<file path="config.mk">
export PLATFORM = sky130hd
export DESIGN_NAME = shift_reg_univ
export DESIGN_NICKNAME = d
export VERILOG_FILES = /design/src/rtl/shift_reg_univ.sv
export SDC_FILE = /design/constraint.sdc
export NUM_CORES = 1
export LEC_CHECK = 0
export ABC_CLOCK_PERIOD_IN_PS = 2000
export CAP_MARGIN = 30
export CELL_PAD_IN_SITES_DETAIL_PLACEMENT = 0
export CELL_PAD_IN_SITES_GLOBAL_PLACEMENT = 1
export CORE_MARGIN = 4
export CORE_UTILIZATION = 31
export DETAILED_ROUTE_END_ITERATION = 10
export PLACE_DENSITY = 0.81
export SYNTH_ARGS = -nofsm -noshare
export SYNTH_HDL_FRONTEND = slang
export SYNTH_SLANG_ARGS = --single-unit
</file>
<file path="constraint.sdc">
create_clock -name clk -period 2 [get_ports clk]
set_clock_uncertainty 0.15 [all_clocks]
set_input_delay 0.3 -clock clk [delete_from_list [all_inputs] [get_ports clk]]
set_output_delay 0.3 -clock clk [all_outputs]
set_load 0.005 [all_outputs]
</file>
<file path="src/rtl/shift_reg_univ.sv">
// Universal shift register with parallel load, logical, arithmetic and rotate
// shifts in both directions, a configurable bit-step per shift, and a built-in
// shift counter. The counter raises done on the shift that completes one full
// pass of WIDTH/STEP shifts.
module shift_reg_univ #(
    parameter  int WIDTH  = 8,
    parameter  int STEP   = 1,
    parameter  int LOCK   = 1,
    localparam int NSHIFT = WIDTH / STEP,
    localparam int CW     = $clog2(NSHIFT + 1)
) (
    input  logic             clk,
    input  logic             rst,
    input  logic             en,
    input  logic [2:0]       mode,
    input  logic [STEP-1:0]  sin,
    input  logic [WIDTH-1:0] dp,
    output logic [WIDTH-1:0] q,
    output logic [STEP-1:0]  sout_r,
    output logic [STEP-1:0]  sout_l,
    output logic [CW-1:0]    cnt,
    output logic             done
);

    localparam logic [2:0] M_HOLD = 3'b000;
    localparam logic [2:0] M_LOAD = 3'b001;
    localparam logic [2:0] M_SRL  = 3'b010;
    localparam logic [2:0] M_SLL  = 3'b011;
    localparam logic [2:0] M_SRA  = 3'b100;
    localparam logic [2:0] M_ROR  = 3'b101;
    localparam logic [2:0] M_ROL  = 3'b110;
    localparam logic [2:0] M_CLR  = 3'b111;

    localparam logic [CW-1:0] NSHIFT_C = CW'(NSHIFT);
    localparam logic          LOCK_C   = (LOCK != 0) ? 1'b1 : 1'b0;

    typedef enum logic {
        COUNTING = 1'b0,
        FULL     = 1'b1
    } state_t;

    state_t           state, state_nxt;
    logic [WIDTH-1:0] q_reg, q_nxt;
    logic [WIDTH-1:0] shift_val;
    logic [CW-1:0]    cnt_reg, cnt_nxt;
    logic             is_shift;

    // Shifted value for the current mode; HOLD/LOAD/CLR fall back to q.
    always_comb begin
        shift_val = q_reg;
        is_shift  = 1'b1;
        case (mode)
            M_SRL:   shift_val = {sin, q_reg[WIDTH-1:STEP]};
            M_SLL:   shift_val = {q_reg[WIDTH-STEP-1:0], sin};
            M_SRA:   shift_val = {{STEP{q_reg[WIDTH-1]}}, q_reg[WIDTH-1:STEP]};
            M_ROR:   shift_val = {q_reg[STEP-1:0], q_reg[WIDTH-1:STEP]};
            M_ROL:   shift_val = {q_reg[WIDTH-STEP-1:0], q_reg[WIDTH-1:WIDTH-STEP]};
            default: is_shift  = 1'b0;
        endcase
    end

    // Next register contents, shift count and pass state.
    always_comb begin
        q_nxt     = q_reg;
        cnt_nxt   = cnt_reg;
        state_nxt = state;
        if (!en) begin
            q_nxt = q_reg;
        end else if (mode == M_LOAD) begin
            q_nxt     = dp;
            cnt_nxt   = '0;
            state_nxt = COUNTING;
        end else if (mode == M_CLR) begin
            q_nxt     = '0;
            cnt_nxt   = '0;
            state_nxt = COUNTING;
        end else if (is_shift) begin
            // A locked register ignores shifts once the pass is complete.
            if (LOCK_C && (state == FULL)) begin
                q_nxt = q_reg;
            end else begin
                q_nxt = shift_val;
                if (cnt_reg != NSHIFT_C) begin
                    cnt_nxt = cnt_reg + CW'(1);
                end else begin
                    cnt_nxt = cnt_reg;
                end
                if ((cnt_reg + CW'(1)) == NSHIFT_C) begin
                    state_nxt = FULL;
                end else begin
                    state_nxt = state;
                end
            end
        end else begin
            q_nxt = q_reg;
        end
    end

    // State register with synchronous reset taking priority over everything.
    always_ff @(posedge clk) begin
        if (rst) begin
            q_reg   <= '0;
            cnt_reg <= '0;
            state   <= COUNTING;
        end else begin
            q_reg   <= q_nxt;
            cnt_reg <= cnt_nxt;
            state   <= state_nxt;
        end
    end

    assign q      = q_reg;
    assign cnt    = cnt_reg;
    assign done   = (state == FULL);
    assign sout_r = q_reg[STEP-1:0];
    assign sout_l = q_reg[WIDTH-1:WIDTH-STEP];

    logic unused_hold;
    assign unused_hold = (M_HOLD == 3'b000);

endmodule

</file>
==> metrics.txt <==
status=finished, final reports clean; FILL cells=234; Synth Area in Adders=under 10%; period utilisation layout=around nine tenths; HPWL Detailed=1608 µm; most common library cells after synthesis=nor2_1, dfxtp_1, a311oi_1, nand3_1, a22oi_1; Synth top area share=around a third; drt drc=0; maximum net fanout on the critical path=7; Synth area leader=dfxtp_1; Achievable Freq=roughly 540 MHz; buffers added on ports=29; vias in the first global route=826; first-pass GRT wire length=about 3600 µm; Crit path required time=roughly 2000 ps; XOR/XNOR share of the synthesized area=around 5.3%; post-route ant nets=0; Power Density=between 500 and 600 nW/µm²; H-tree lvl count=1; drt pass-1 iters=6; drt wl/cell=about 13 µm; Worst-Skew Late Latency=between 200 and 300 ps; Lkg Pwr=roughly 0.00045 µW; Synth Area in Compound Gates=between 20% and 30%; HP Class=reg -> reg; FF+latch count, synth=13; antenna violations before repair=0; worst vdd ir=0.0003118 V; Longest Clk Path Bufs=2; Core Box Area=around 2500 µm²; Synth async-reset ratio=0%; dpl cells=between 150 and 200; GRT Util Overall=roughly an eighth; largest family of logic cells by synthesized area=compound AO/OA/AOI/OAI gates; IO Pins=30; Synth Area per Inst=roughly 9 µm²; CTS tree=done; grt ovf=0; main flop type after synthesis=dfxtp_1; crit path DAT=around 1900 ps; post-CTS sizing=0; Syn-to-layout area delta=50.08%; full die area=between 3000 and 4000 µm²; Via Count=roughly 830; most common cell in the netlist=nor2_1; Final Wtd Congestion=0.7814; Final min period=between 1500 and 2000 ps; CTS Buf Count=3; Final Util=approximately half; Syn. warnings=0; final setup fails=0; Worst slew margin=a little over two thirds; fin nets=150; synthesized cell area=a little over 800 µm²; # rows=18; DR iter-0 viols=32; initial core utilization=around a third; ANT cells=0; RSZ-0062 raised after global routing=no; max-slew violation count=0; Clock transition at path regs=~90 ps; largest net degree at the start of global routing=15; Die Y=between 50 and 60 µm; critical path class=in -> reg; share of layout cells above drive strength 1=around 15%; Gate Count Post-Synth=between 90 and 100; fraction of synthesized area in multiplexers=roughly 2.4%; Die Wd=~59 µm; final wirelength=between 2000 and 2500 µm; post-cts hold buffer count=0; non-filler cells, final=about 160; root buf cell=clkbuf_4; Final Instance Area=between 1000 and 1500 µm²; largest cells by area after synthesis=dfxtp_1, a311oi_1, nor2_1; Sink Count=13; max-cap violations=0; crit path launch type=primary input; post-CTS setup buffer count=0; final hold violation count=0; Least-Margin Pin Slew=about 440 ps; vias per inst=5.130; max reg flops=8; register area share after synthesis=a little under a third; Post-synth EDFFs=0; Synth Area in Simple Gates=23.14%; Placed Area=about 1200 µm²; library cells used by synthesis=34; CP endpoint kind=flip-flop; Net Count, Synth=111
==> worst paths after layout <==
path | startpoint | end | slack (ps) | depth (start not counted)
setup / recovery | mode[2] | q[6]$_SDFFE_PP0P_ | 160 | 5
hold / removal | q[6]$_SDFFE_PP0P_ | q[7]$_SDFFE_PP0P_ | 380 | 2
setup reg to reg | cnt[0]$_SDFFE_PP0P_ | cnt[1]$_SDFFE_PP0P_ | 370 | 6
hold reg to reg | q[6]$_SDFFE_PP0P_ | q[7]$_SDFFE_PP0P_ | 380 | 2
==> area by class of cell <==
cell class | count | area [µm²] | area share, %
Multi-Input combinational cell | 68 | 490.5 | 39.76
Timing Repair Buffer | 42 | 400.4 | 32.45
Sequential cell | 13 | 260.3 | 21.10
Tap cell | 30 | 37.54 | 3.043
Clock buffer | 4 | 26.28 | 2.130
Inverter | 5 | 18.77 | 1.521
==> report_power, final <==
part	total [µW]	leakage, µW	internal [µW]	switching [µW]
sequential	298	0.000107	277	20.8
combinational	198	0.000332	119	78.8
clock	166	0.0000150	77.3	88.5
==> critical path, cell delays in order <==
cell and delay (ps):
clkdlybuf4s50_1 510, nor2b_2 200, or2_0 390, a22oi_1 170, a311oi_1 290
==> cells by family (layout without fill, tap and decap cells) <==
family,after synthesis,count (layout)
fa+ha+maj,2,2
mux,2,2
buf+inv,13,51
flops,13,13
simple gates,35,35
xor+xnor,5,5
compound gates,24,24
==> layout by cell type (no fill, tap or decap), types with 2 or more instances in the layout <==
cell / netlist / layout
a22oi_1: 6 / 6
a311oi_1: 7 / 7
buf_4: 3 / 12
clkbuf_4: 0 / 3
clkdlybuf4s50_1: 0 / 29
dfxtp_1: 13 / 13
ha_1: 2 / 2
inv_1: 5 / 5
mux2i_1: 2 / 2
nand2_1: 3 / 3
nand3_1: 7 / 7
nand3b_1: 2 / 2
nor2_1: 14 / 14
nor3b_1: 2 / 2
o21bai_1: 2 / 2
o31ai_1: 2 / 2
xnor2_1: 4 / 4
==> through the flow <==
| stage | worst slack [ps] | TNS, ps | power, µW | hold WS (ps) |
|---|---|---|---|---|
| detailed placement | -120.0 | -657.8 | 503.1 | 377.0 |
| global route | 43.51 | 0 | 699.5 | 427.5 |
| floorplan | 414.9 | 0 | 396.1 | 357.4 |
| global placement | -51.16 | -152.8 | 500.3 | 371.2 |
| finish | 162.7 | 0 | 661.2 | 383.0 |
| CTS | 150.1 | 0 | 671.8 | 385.8 |
==> metal layers <==
metal | vias to the layer above | global-route usage, % | part of all wire, %
met5 | - | 0 | 0
met4 | 0 | 2.532 | 0.57
met3 | 2 | 6.100 | 9.3
met2 | 27 | 20.90 | 46
met1 | 377 | 15.84 | 44
li1 | 425 | - | -
(Power assumes the default switching activity.)
